## src/rtl/ppi_pkg.sv

```systemverilog
// Shared types and constants for the ppi bus controller.
package ppi_pkg;

  localparam int unsigned PPI_AW = 3;
  localparam int unsigned PPI_DW = 8;

  localparam logic [PPI_AW-1:0] PORTA = 3'd0;
  localparam logic [PPI_AW-1:0] PORTB = 3'd1;
  localparam logic [PPI_AW-1:0] PORTC = 3'd2;
  localparam logic [PPI_AW-1:0] CTRL  = 3'd3;

  localparam int unsigned MODE_SET_BIT = 7;

  localparam logic [PPI_DW-1:0] DEF_CFG_WORD = 8'h80;

  typedef enum logic [2:0] {
    ST_RST,
    ST_SETUP,
    ST_STROBE,
    ST_HOLD,
    ST_DONE,
    ST_IDLE
  } state_e;

endpackage

```

## src/rtl/ppi_bus_ctrl_if.sv

```systemverilog
// Host-side request bus and ppi-side strobe bus of the ppi bus controller.
interface ppi_bus_ctrl_if;
  import ppi_pkg::*;

  logic              req;
  logic              req_we;
  logic [PPI_AW-1:0] req_addr;
  logic [PPI_DW-1:0] req_wdata;
  logic              ack;
  logic              err;
  logic [PPI_DW-1:0] rdata;
  logic              busy;
  logic              cfg_done;
  logic [PPI_DW-1:0] mode_word;
  logic              ppi_reset;
  logic              rdb;
  logic              wrb;
  logic [PPI_AW-1:0] address;
  logic [PPI_DW-1:0] data_out;
  logic              data_oe;
  logic [PPI_DW-1:0] data_in;

  modport master (
    input  req, req_we, req_addr, req_wdata, data_in,
    output ack, err, rdata, busy, cfg_done, mode_word,
           ppi_reset, rdb, wrb, address, data_out, data_oe
  );

  modport slave (
    output req, req_we, req_addr, req_wdata, data_in,
    input  ack, err, rdata, busy, cfg_done, mode_word,
           ppi_reset, rdb, wrb, address, data_out, data_oe
  );

endinterface

```

## src/rtl/ppi_bus_ctrl.sv

```systemverilog
// ppi bus master: holds the ppi in reset, writes the mode word, then turns
// single-cycle host requests into timed rdb/wrb cycles. All outputs registered.
module ppi_bus_ctrl
  import ppi_pkg::*;
#(
  parameter int unsigned       SETUP_CYC  = 1,
  parameter int unsigned       STROBE_CYC = 2,
  parameter int unsigned       HOLD_CYC   = 1,
  parameter int unsigned       RST_CYC    = 4,
  parameter logic [PPI_DW-1:0] CFG_WORD   = DEF_CFG_WORD
) (
  input logic            clk,
  input logic            resetb,
  ppi_bus_ctrl_if.master bus
);

  localparam logic [7:0] SETUP_LD  = 8'(SETUP_CYC - 1);
  localparam logic [7:0] STROBE_LD = 8'(STROBE_CYC - 1);
  localparam logic [7:0] HOLD_LD   = 8'(HOLD_CYC - 1);
  localparam logic [7:0] RST_LD    = 8'(RST_CYC - 1);

  state_e            state_q, state_d;
  logic [7:0]        cnt_q, cnt_d;
  logic              init_q, init_d;
  logic              we_q, we_d;
  logic [PPI_AW-1:0] addr_q, addr_d;
  logic [PPI_DW-1:0] wdata_q, wdata_d;
  logic              ack_q, ack_d;
  logic              err_q, err_d;
  logic [PPI_DW-1:0] rdata_q, rdata_d;
  logic              busy_q, busy_d;
  logic              cfg_done_q, cfg_done_d;
  logic [PPI_DW-1:0] mode_word_q, mode_word_d;
  logic              ppi_reset_q, ppi_reset_d;
  logic              rdb_q, rdb_d;
  logic              wrb_q, wrb_d;
  logic [PPI_AW-1:0] address_q, address_d;
  logic [PPI_DW-1:0] data_out_q, data_out_d;
  logic              data_oe_q, data_oe_d;

  // Outputs are computed for the state being entered so they line up with it.
  always_comb begin
    state_d     = state_q;
    cnt_d       = cnt_q;
    init_d      = init_q;
    we_d        = we_q;
    addr_d      = addr_q;
    wdata_d     = wdata_q;
    ack_d       = 1'b0;
    err_d       = 1'b0;
    rdata_d     = rdata_q;
    busy_d      = busy_q;
    cfg_done_d  = cfg_done_q;
    mode_word_d = mode_word_q;
    ppi_reset_d = ppi_reset_q;
    rdb_d       = rdb_q;
    wrb_d       = wrb_q;
    address_d   = address_q;
    data_out_d  = data_out_q;
    data_oe_d   = data_oe_q;

    unique case (state_q)
      ST_RST: begin
        if (cnt_q == '0) begin
          ppi_reset_d = 1'b0;
          init_d      = 1'b1;
          we_d        = 1'b1;
          addr_d      = CTRL;
          wdata_d     = CFG_WORD;
          address_d   = CTRL;
          data_out_d  = CFG_WORD;
          data_oe_d   = 1'b1;
          cnt_d       = SETUP_LD;
          state_d     = ST_SETUP;
        end else begin
          cnt_d = cnt_q - 8'd1;
        end
      end
      ST_SETUP: begin
        if (cnt_q == '0) begin
          cnt_d   = STROBE_LD;
          state_d = ST_STROBE;
          if (we_q) wrb_d = 1'b0;
          else      rdb_d = 1'b0;
        end else begin
          cnt_d = cnt_q - 8'd1;
        end
      end
      ST_STROBE: begin
        if (cnt_q == '0) begin
          cnt_d   = HOLD_LD;
          state_d = ST_HOLD;
          rdb_d   = 1'b1;
          wrb_d   = 1'b1;
          if (!we_q) rdata_d = bus.data_in;
        end else begin
          cnt_d = cnt_q - 8'd1;
        end
      end
      ST_HOLD: begin
        if (cnt_q == '0) begin
          state_d   = ST_DONE;
          data_oe_d = 1'b0;
          if (init_q) cfg_done_d = 1'b1;
          else        ack_d      = 1'b1;
          if (we_q && addr_q == CTRL && wdata_q[MODE_SET_BIT]) mode_word_d = wdata_q;
        end else begin
          cnt_d = cnt_q - 8'd1;
        end
      end
      ST_DONE: begin
        state_d = ST_IDLE;
        busy_d  = 1'b0;
        init_d  = 1'b0;
      end
      ST_IDLE: begin
        if (bus.req && cfg_done_q) begin
          busy_d  = 1'b1;
          init_d  = 1'b0;
          we_d    = bus.req_we;
          addr_d  = bus.req_addr;
          wdata_d = bus.req_wdata;
          if (bus.req_addr[PPI_AW-1]) begin
            state_d = ST_DONE;
            ack_d   = 1'b1;
            err_d   = 1'b1;
          end else begin
            state_d   = ST_SETUP;
            cnt_d     = SETUP_LD;
            address_d = bus.req_addr;
            if (bus.req_we) begin
              data_out_d = bus.req_wdata;
              data_oe_d  = 1'b1;
            end
          end
        end
      end
      default: state_d = ST_RST;
    endcase
  end

  always_ff @(posedge clk or negedge resetb) begin
    if (!resetb) begin
      state_q     <= ST_RST;
      cnt_q       <= RST_LD;
      init_q      <= 1'b0;
      we_q        <= 1'b0;
      addr_q      <= '0;
      wdata_q     <= '0;
      ack_q       <= 1'b0;
      err_q       <= 1'b0;
      rdata_q     <= '0;
      busy_q      <= 1'b1;
      cfg_done_q  <= 1'b0;
      mode_word_q <= '0;
      ppi_reset_q <= 1'b1;
      rdb_q       <= 1'b1;
      wrb_q       <= 1'b1;
      address_q   <= '0;
      data_out_q  <= '0;
      data_oe_q   <= 1'b0;
    end else begin
      state_q     <= state_d;
      cnt_q       <= cnt_d;
      init_q      <= init_d;
      we_q        <= we_d;
      addr_q      <= addr_d;
      wdata_q     <= wdata_d;
      ack_q       <= ack_d;
      err_q       <= err_d;
      rdata_q     <= rdata_d;
      busy_q      <= busy_d;
      cfg_done_q  <= cfg_done_d;
      mode_word_q <= mode_word_d;
      ppi_reset_q <= ppi_reset_d;
      rdb_q       <= rdb_d;
      wrb_q       <= wrb_d;
      address_q   <= address_d;
      data_out_q  <= data_out_d;
      data_oe_q   <= data_oe_d;
    end
  end

  assign bus.ack       = ack_q;
  assign bus.err       = err_q;
  assign bus.rdata     = rdata_q;
  assign bus.busy      = busy_q;
  assign bus.cfg_done  = cfg_done_q;
  assign bus.mode_word = mode_word_q;
  assign bus.ppi_reset = ppi_reset_q;
  assign bus.rdb       = rdb_q;
  assign bus.wrb       = wrb_q;
  assign bus.address   = address_q;
  assign bus.data_out  = data_out_q;
  assign bus.data_oe   = data_oe_q;

endmodule

```

## src/flat_wrapper.sv

```systemverilog
// flat-port wrapper written by rule: the top's interface ports become plain ports
module ppi_bus_ctrl_flat import ppi_pkg::*;
#(
  parameter int unsigned       SETUP_CYC  = 1,
  parameter int unsigned       STROBE_CYC = 2,
  parameter int unsigned       HOLD_CYC   = 1,
  parameter int unsigned       RST_CYC    = 4,
  parameter logic [PPI_DW-1:0] CFG_WORD   = DEF_CFG_WORD
)
  (clk, resetb, bus_req, bus_req_we, bus_req_addr, bus_req_wdata, bus_data_in, bus_ack, bus_err, bus_rdata, bus_busy, bus_cfg_done, bus_mode_word, bus_ppi_reset, bus_rdb, bus_wrb, bus_address, bus_data_out, bus_data_oe);
  ppi_bus_ctrl_if bus_i ();
  input logic clk;
  input logic resetb;
  input wire logic [$bits(bus_i.req)-1:0] bus_req;
  input wire logic [$bits(bus_i.req_we)-1:0] bus_req_we;
  input wire logic [$bits(bus_i.req_addr)-1:0] bus_req_addr;
  input wire logic [$bits(bus_i.req_wdata)-1:0] bus_req_wdata;
  input wire logic [$bits(bus_i.data_in)-1:0] bus_data_in;
  output wire logic [$bits(bus_i.ack)-1:0] bus_ack;
  output wire logic [$bits(bus_i.err)-1:0] bus_err;
  output wire logic [$bits(bus_i.rdata)-1:0] bus_rdata;
  output wire logic [$bits(bus_i.busy)-1:0] bus_busy;
  output wire logic [$bits(bus_i.cfg_done)-1:0] bus_cfg_done;
  output wire logic [$bits(bus_i.mode_word)-1:0] bus_mode_word;
  output wire logic [$bits(bus_i.ppi_reset)-1:0] bus_ppi_reset;
  output wire logic [$bits(bus_i.rdb)-1:0] bus_rdb;
  output wire logic [$bits(bus_i.wrb)-1:0] bus_wrb;
  output wire logic [$bits(bus_i.address)-1:0] bus_address;
  output wire logic [$bits(bus_i.data_out)-1:0] bus_data_out;
  output wire logic [$bits(bus_i.data_oe)-1:0] bus_data_oe;
  assign bus_i.req = bus_req;
  assign bus_i.req_we = bus_req_we;
  assign bus_i.req_addr = bus_req_addr;
  assign bus_i.req_wdata = bus_req_wdata;
  assign bus_i.data_in = bus_data_in;
  assign bus_ack = bus_i.ack;
  assign bus_err = bus_i.err;
  assign bus_rdata = bus_i.rdata;
  assign bus_busy = bus_i.busy;
  assign bus_cfg_done = bus_i.cfg_done;
  assign bus_mode_word = bus_i.mode_word;
  assign bus_ppi_reset = bus_i.ppi_reset;
  assign bus_rdb = bus_i.rdb;
  assign bus_wrb = bus_i.wrb;
  assign bus_address = bus_i.address;
  assign bus_data_out = bus_i.data_out;
  assign bus_data_oe = bus_i.data_oe;
  ppi_bus_ctrl #(.SETUP_CYC(SETUP_CYC), .STROBE_CYC(STROBE_CYC), .HOLD_CYC(HOLD_CYC), .RST_CYC(RST_CYC), .CFG_WORD(CFG_WORD)) u_core (.clk(clk), .resetb(resetb), .bus(bus_i));
endmodule
```

## config.mk

```make
export PLATFORM = sky130hd
export DESIGN_NAME = ppi_bus_ctrl_flat
export DESIGN_NICKNAME = d
export VERILOG_FILES = /design/src/rtl/ppi_pkg.sv /design/src/rtl/ppi_bus_ctrl_if.sv /design/src/rtl/ppi_bus_ctrl.sv /design/src/flat_wrapper.sv
export SDC_FILE = /design/constraint.sdc
export NUM_CORES = 1
export LEC_CHECK = 0
export CELL_PAD_IN_SITES_DETAIL_PLACEMENT = 0
export CELL_PAD_IN_SITES_GLOBAL_PLACEMENT = 1
export CORE_UTILIZATION = 35
export DETAILED_ROUTE_END_ITERATION = 7
export PLACE_DENSITY = 0.74
export SYNTH_ARGS = -nofsm -noshare
export SYNTH_HDL_FRONTEND = slang
export SYNTH_SLANG_ARGS = --single-unit
```

## constraint.sdc

```tcl
create_clock -name clk -period 2.9 [get_ports clk]
set_input_delay 0.58 -clock clk [delete_from_list [all_inputs] [get_ports clk]]
set_output_delay 0.58 -clock clk [all_outputs]
set_load 0.005 [all_outputs]
```

# --- After elaboration in Yosys (flattened, before gate mapping) ---
# Index checks and enable logic that the tools add are counted.
word_totals:
  input_bits: 23
  elab_cells: 111
  out_inout_bits: 35
  regBits: 59
op_classes:
  n_mux: 49
  reduce_logical: 26
  n_addsub: 1
  n_eq_ne: 16
  bitwise_logic: 1
ops:
  columns: ["cell", "count"]
  rows:
  - ["2-to-1 mux 8 bit", 10]
  - ["one-hot mux 8 bit (2 select lines)", 2]
  - ["one-hot mux 8 bit (4 select lines)", 1]
  - ["2-to-1 mux 3 bit", 9]
  - ["one-hot mux 3 bit (6 select lines)", 1]
  - ["2-to-1 mux 1 bit", 17]
  - ["AND reduction 4 bit", 4]
  - ["AND reduction 3 bit", 5]
  - ["!= test 2 x 1 -> 1 bit (second input constant)", 6]
  - ["one-hot mux 3 bit (2 select lines)", 2]
  - ["one-hot mux 1 bit (2 select lines)", 5]
  - ["AND reduction 5 bit", 2]
  - ["equality test 3 x 2 -> 1 bit (second input constant)", 3]
  - ["zero test 8 bit", 1]
  - ["!= test 2 bit (second input constant)", 4]
  - ["subtractor 8 x 1 -> 8 bit (second input constant)", 1]
  - ["equality test 3 bit (second input constant)", 2]
  - ["one-hot mux 1 bit (3 select lines)", 2]
  - ["AND reduction 6 bit", 1]
  - ["nonzero test 2 bit", 3]
  - ["nonzero test 3 bit", 2]
  - ["AND reduction 2 bit", 2]
  - ["nonzero test 4 bit", 1]
  - ["equality test 3 x 1 -> 1 bit (second input constant)", 1]
  - ["other kinds (4)", 6]

# --- Depth between registers and ports, before layout ---
# Gate-level depths: netlist (run 1).
logic_depth:
  word_depth: 4
  ltp_mapped: 7
  ltp_nobuf: 6

# --- Worst setup path after synthesis (run 1) ---
# No wires, ideal clock.
synth_path:
  path_kind: "register -> register"
  start: "reg u_core.cnt_q[0]"
  end: "reg u_core.mode_word_q[0] (netlist: u_core.bus.mode_word[0])"
  path_stages_with_launch: 7
  synth_period_minus_slack_ns: 2.009
  n_path_buf: 0
  setup_time_ns: 0.125
  setup_slack_ns: 0.891
  t_required_ns: 2.775
  arrival_time_ns: 1.885
  path_cell_list: "dfstp_2 -> inv_1 -> ha_1 -> nor4b_4 -> nand4_2 -> nor3_4 -> mux2_2"
synth_via:
  elab_chain_cells: 2
synth_rtl:
  columns: ["element", "line_no", "source"]
  rows:
  - ["start, declared", "ppi_bus_ctrl.sv:23", "logic [7:0] cnt_q, cnt_d;"]
  - ["start signal, assigned", "ppi_bus_ctrl.sv:164", "cnt_q <= cnt_d;"]
  - ["zero test 8 bit", "ppi_bus_ctrl.sv:101", "if (cnt_q == '0) begin"]
  - ["AND reduction 3 bit (no source line)", null, null]
  - ["end signal, assigned", "ppi_bus_ctrl.sv:174", "mode_word_q <= mode_word_d;"]
  - ["end, declared", "ppi_bus_ctrl.sv:33", "logic [PPI_DW-1:0] mode_word_q, mode_word_d;"]
# Every way passes these cells.
# A chain may end at the register's enable or synchronous reset.

# --- Worst setup path in the final report (run 1) ---
layout_path:
  start: "reg u_core.cnt_q[0]"
  end: "reg u_core.mode_word_q[6] (netlist: u_core.bus.mode_word[6])"
# Same word-level chain as after synthesis.

==> metrics.md, run 1 <==
| Metric | Value |
|---|---|
| Outcome | completed |
| Post-cts sizing count | 0 |
| Required time of the critical path | 3120 ps |
| Setup TNS Final | 0 ps |
| Wirelength, routed | about 5700 um |
| CP Cell Sequence | inv_1 > ha_1 > nor4b_4 > nand4_2 > nor3_4 > mux2_2 |
| Tcrit/Tclk final | approximately four fifths |
| Element type at the critical path end | register |
| Via count | 1861 |
| Cell family with most CP delay | simple AND/OR/NAND/NOR gates |
| Multi-input logic area | around 990 um2 |
| I/O pins | a little under 60 |
| Share of cells above drive strength 1 | 19.0% |
| Total gr overflow | 0 |
| Register area share after synthesis | 58.2% |
| CTS tree | done |
| Slowest cell on crit path | nor3_4 |
| Global-route wire length before repair | 9390 um |
| CORE AREA | 6870 um2 |
| DRC errors left | 0 |
| CTS sink cnt | 58 |
| Max incr delay on CP | 470 ps |
| Clock Skew | 8.71 ps |
| Core Rows | 30 |
| Total Die Area | roughly 7500 um2 |
| PwrDens | 476 nW/um2 |
| # Post-CTS Setup Buffers | 0 |
| Crit Path Class | register to register |
| Commonest non-fill, non-tap cells in the layout | clkdlybuf4s50_1 (55), dfrtp_1 (52), a22o_1 (16), mux2_2 (15) |
| Final hold vios | 0 |
| Peak VDD IR | 0.237 mV |
| Pre-antenna DRT Iters | 5 |
| Most common cell after layout, fill and taps aside | clkdlybuf4s50_1 |
| Fraction of registers with async set/reset | 100% |
| Die height | roughly 87 um |
| Fmax | 0.433 GHz |
| Slew margin rel. | roughly two fifths |
| Crit path arrival time | 2530 ps |
| CTS Root Cell | clkbuf_8 |
| #FFs+latches synth | between 50 and 60 |
| Gpl congestion | 0.806 |
| Filler cells | 632 |
| Initial antenna violation count | 0 |
| Startpoint Class | register |
| Placed cell area | 3190 um2 |
| Leading area contributor after synthesis | dfrtp_1 |
| Leak Pwr | about 1.5 nW |
| Final Net Count | 293 |
| Fin area | 3400 um2 |
| Vias per inst | 5.03 |
| N_diodes | 0 |
| RSZ-0062 raised after global routing | no |
| Final ANT Viol Nets | 0 |
| Hold Buf Count CTS | 0 |
| P&R area growth vs syn | 35.4% |
| Max-slew violations | 0 |
| Number of flops mapped to enable cells by yosys | 0 |
| Hold/Removal Path Class | primary input to asynchronous set/reset pin |
| Synth warn | 0 |
| Pin count of the biggest net entering global routing | 59 |
| Total Routing Usage GR | 16.8% |
| Register area | 1460 um2 |
| Syn Std Cell Area | 2510 um2 |
| DRT iter0 DRCs | 97 |
| Clk pin slew, worst setup/hold paths | around 70 ps |
| Synth cell types | 48 |
| Routed WL per cell | 15.5 um |
| Clock latency on the worst-skew pair | 330 ps |
| Predominant post-synthesis flop cell | dfrtp_1 |
| Vias in the first global route | between 1500 and 2000 |
| Port buffer count | 56 |
| Setup violators final | 0 |
| Max_cap viols | 0 |
| Synthesized area per cell | 12.2 um2 |
| TritonCTS Buffers | 9 |
| Die X-Extent | 86.7 um |
| H-tree lvl count | 3 |
| Top cells by area, synth | dfrtp_1 (52%), mux2_2 (6.7%), dfstp_2 (6.3%), a22o_1 (5.6%), o22a_1 (2.1%) |
| Crit path max fanout | 9 |
| Share of the synthesized area in the top cell type | between 50% and 60% |
| Clock buffer depth | 2 |
| Buf/Inv on CP | 1 |
| Hpwl dp | 3800 um |
| Worst Tran Pin Value | 867 ps |
| Syn Inst Count | 205 |
| Initial Utilization | 36.5% |
| Minimum clock period | 2310 ps |
| Syn nets | approximately 230 |
-- area by class of cell --
class	count	area share [%]
clock inverters	6	1.95
inverters	7	0.774
flip-flops and latches	58	43.0
well taps	96	3.54
multi-input cells	131	29.0
clock buffers	10	4.05
repair buffers	62	17.7
-- path summary, 6_finish.rpt --
check,start,endpoint,slack (ps),depth (start not counted)
worst min-delay path,resetb,u_core.cnt_q[4],360,2
min in group clk,u_core.bus.ppi_reset,u_core.bus.ppi_reset,460,1
worst max-delay path,u_core.cnt_q[0],u_core.bus.mode_word[6],590,6
worst max register to register,u_core.cnt_q[0],u_core.bus.mode_word[6],590,6
worst min register to register,u_core.bus.ppi_reset,u_core.bus.ppi_reset,460,1
max in group asynchronous,resetb,u_core.bus.data_out[4],2030,2
-- worst register-to-register path, delay by kind of cell, from the launching register on --
kind	cells	cell delay [ps]
simple gates	3	1200
flops	1	390
mux	1	390
fa+ha+maj	1	180
buf+inv	1	50
-- Yosys cell counts (2+ instances only) --
master     instances
nand2b_1           3
nand3_1            4
dfstp_2            6
a2bb2oi_1          4
a21o_1             4
inv_1              6
nor2b_1            3
buf_1              3
dfrtp_1           52
o21bai_1           2
nand3b_1           3
a31oi_1            2
a22o_1            16
o22a_1             6
a221o_1            3
mux2_2            15
or2_2              2
nor4_1             2
nor2_1            10
o21ai_0            4
nor3_1             5
o22ai_1            4
o31ai_1            2
nand2_1           10
a21oi_1            7
clkbuf_1           5
-- metrics by stage --
stage | utilization (%) | setup WS [ps] | power, mW | instances | hold WS (ps)
2_1_floorplan | - | 891 | 0.827 | 205 | 284
3_3_place_gp | 46.5 | 472 | 0.876 | 354 | 449
3_5_place_dp | 46.5 | 436 | 0.876 | 354 | 454
4_1_cts | 49.4 | 561 | 1.64 | 370 | 403
5_1_grt | 49.4 | 403 | 1.68 | 370 | 434
6_report | 49.4 | 592 | 1.62 | 370 | 359
-- sequential cells by signal, indices dropped and copies added, names as in the netlist, 2 cells and up --
register              flops
u_core.wdata_q            8
u_core.bus.address        2
u_core.bus.data_out       8
u_core.cnt_q              8
u_core.bus.mode_word      8
u_core.bus.rdata          8
u_core.addr_q             3
u_core.state_q            3
-- logic make-up after synthesis --
group | count (synthesis) | share of synthesized area (%)
DFF | 58 | 58.2
adders and majority gates | 1 | 0.499
xor gates and xnor gates | 1 | 0.349
muxes | 15 | 6.73
buffers and inverters | 16 | 2.54
other | 1 | 0.149
AOI/OAI and AO/OA | 60 | 18.4
and+or+nand+nor | 53 | 13.2
-- layer usage --
layer | vias to the layer above | wire [um] | share of wire (%) | global-route usage, %
li1 | 889 | - | - | -
met1 | 901 | 2810 | 49 | 23.3
met2 | 63 | 2540 | 44 | 23.7
met3 | 8 | 286 | 5.0 | 5.71
met4 | 0 | 87 | 1.5 | 7.58
met5 | - | 0 | 0 | 0
-- where the power goes --
group          internal [mW]  total [mW]  switching [mW]
registers              0.809       0.809               0
logic                 0.0270      0.0503          0.0233
clock network          0.419       0.756           0.336
No activity file was read; power rests on OpenSTA's default activity.
==> run 2, diff against run 1 <==
Settings changed: PLACE_DENSITY 0.74 to 0.77.
Clock period 2.9 ns to 1.9 ns, I/O delays scaled along.
==> run 2 against run 1 <==
Against the previous run: the run now ends with negative hold slack left; utilization up 5.6 points; global-route usage up 1.1 points; die area unchanged; cell area up 11%; fmax up 22%; critical path depth up 1; non-clock buffer count up 27; count of clock-buffer cells in the layout down 1; worst setup slack worse by 590 ps; cell count up 7.3%; largest power group is now the clock network; highest routed layer unchanged.
==> metrics.md, run 2 (same netlist as run 1, synthesis figures left out) <==
| Metric | Value |
|---|---|
| Clk pin slew, worst setup/hold paths | 70 ps |
| Power Internal | between 2 and 2.5 mW |
| Most common cell after layout, fill and taps aside | clkdlybuf4s50_1 |
| Sequential Power Share | 45.2% |
| RSZ-0062 raised after global routing | yes |
| TritonCTS Buffers | 9 |
| Crit path max fanout | 4 |
| CTS Root Cell | clkbuf_8 |
| Crit path arrival time | 2120 ps |
| Hold_ws | -11.1 ps |
| DRT iter0 DRCs | approximately 130 |
| Share of cells above drive strength 1 | 28.9% |
| P&R area growth vs syn | 50.7% |
| Clock Skew | 9.22 ps |
| Switch share | 20.9% |
| Die X-Extent | 86.7 um |
| Total Routing Usage GR | 17.9% |
| CTS sink cnt | 58 |
| Initial antenna violation count | 0 |
| Placed Cells | between 300 and 400 |
| Port buffer count | 56 |
| Failing checks | negative hold slack |
| Clock latency on the worst-skew pair | 340 ps |
| Peak VDD IR | ~0.63 mV |
| Element type at the critical path end | register |
| Final Net Count | 320 |
| Die height | 86.7 um |
| Routed WL per cell | 15.5 um |
| Leak Pwr | 1.72 nW |
| Clock buffer depth | 2 |
| Non-Filler Instances | 397 |
| Final hold vios | 11 |
| Required time of the critical path | 2130 ps |
| Wirelength, routed | 6140 um |
| Total gr overflow | 0 |
| Outcome | finished with violations |
| Minimum clock period | 1890 ps |
| Max_cap viols | 0 |
| Fmax | 0.528 GHz |
| R2R depth | 7 |
| Pre-antenna DRT Iters | 4 |
| Global-route wire length before repair | 10100 um |
| Total power | 2.73 mW |
| Dpl ws | -78.2 ps |
| H-tree lvl count | 3 |
| Crit Path Class | register to register |
| Startpoint Class | register |
| I/O pins | 58 |
| Commonest non-fill, non-tap cells in the layout | clkdlybuf4s50_1 (55), dfrtp_1 (52), buf_4 (29), a22o_1 (16), mux2_4 (13) |
| Gpl congestion | 0.804 |
| Hold/Removal Path Class | primary input to asynchronous set/reset pin |
| N_diodes | 0 |
| Core Rows | 30 |
| Total Die Area | approximately 7500 um2 |
| Tcrit/Tclk final | 99.6% |
| Initial Utilization | between 30% and 40% |
| PwrDens | 723 nW/um2 |
| Comb pwr share | 3.0% |
| Max-slew violations | 0 |
| Clk pwr share | 51.8% |
| Worst setup slack after layout | just over 7 ps |
| DRC errors left | 0 |
| Via count | between 2000 and 2500 |
| Vias in the first global route | around 2000 |
| Setup violators final | 0 |
| CORE AREA | between 6000 and 7000 um2 |
| CTS tree | done |
| Final ANT Viol Nets | 0 |
| Psw | 0.571 mW |
| Vias per inst | between 5 and 6 |
| Pin count of the biggest net entering global routing | 40 |
| Hpwl dp | 4300 um |
run 2: cell count changes in the layout (fill, tap and decap cells not counted), moves of 3 or more:
| cell | before | now |
|---|---|---|
| buf_4 | 6 | 29 |
| mux2_2 | 15 | 2 |
| clkinvlp_4 | 3 | 0 |
| mux2_4 | 0 | 13 |
run 2: path summary, 6_finish.rpt:
kind                                       from                       to  slack, ps
max in group asynchronous                resetb          u_core.bus.busy       1280
max                             u_core.cnt_q[0]  u_core.bus.mode_word[6]          7
min in group clk           u_core.bus.ppi_reset     u_core.bus.ppi_reset        460
min reg2reg                u_core.bus.ppi_reset     u_core.bus.ppi_reset        460
min                                      resetb          u_core.cnt_q[7]        -10
max reg2reg                     u_core.cnt_q[0]  u_core.bus.mode_word[6]          7
run 2: area by class of cell:
type                            instances  area (um2)
Clock buffer                            9         124
Fill cell                             612        3090
Sequential cell                        58        1460
Tap cell                               96         120
Multi-Input combinational cell        131        1090
Clock inverter                          7         125
Timing Repair Buffer                   89         836
Inverter                                7        26.3
run 2: per-layer routing:
layer | up-vias | GRT usage (%) | wire (um) | share of wire, %
met4 | 0 | 9.39 | 116 | 1.9
met5 | - | 0 | 0 | 0
met1 | 1030 | 23.9 | 2850 | 46
met3 | 12 | 4.29 | 217 | 3.5
li1 | 952 | - | - | -
met2 | 43 | 26.9 | 2950 | 48
run 2: power groups by stage:
| stage | combinational (mW) | clock [mW] | sequential (mW) |
|---|---|---|---|
| after CTS | 0.0843 | 1.45 | 1.23 |
| after global routing | 0.0921 | 1.49 | 1.23 |
| after detailed placement | 0.0839 | 0 | 1.26 |
| final | 0.0818 | 1.42 | 1.23 |
| after floorplan | 0.00424 | 0 | 1.26 |
| after global placement | 0.0829 | 0 | 1.26 |
run 2: repair_timing:
| item | 4_1_cts | 5_1_grt |
|---|---|---|
| endpoints found under the setup margin | 23 | 21 |
| hold buffers | 0 | 0 |
| pin swaps | 2 | 3 |
| gates resized for setup | 3 | 20 |
| setup buffers | 1 | 1 |
run 2: through the flow:
step	area [um2]	TNS [ps]	utilization [%]
after CTS	3690	0	53.7
after global routing	3780	-489	55.0
after detailed placement	3420	-1140	49.9
after floorplan	2530	-819	-
final	3780	0	55.0
after global placement	3420	-1230	49.9
run 2: worst max-delay path, stage by stage, from the launching register on:
cell     delay [ps]
dfstp_2         370
inv_2            60
ha_4            120
nor4b_4         260
nand4_2         190
nor3_4          290
buf_6           150
mux2_2          330
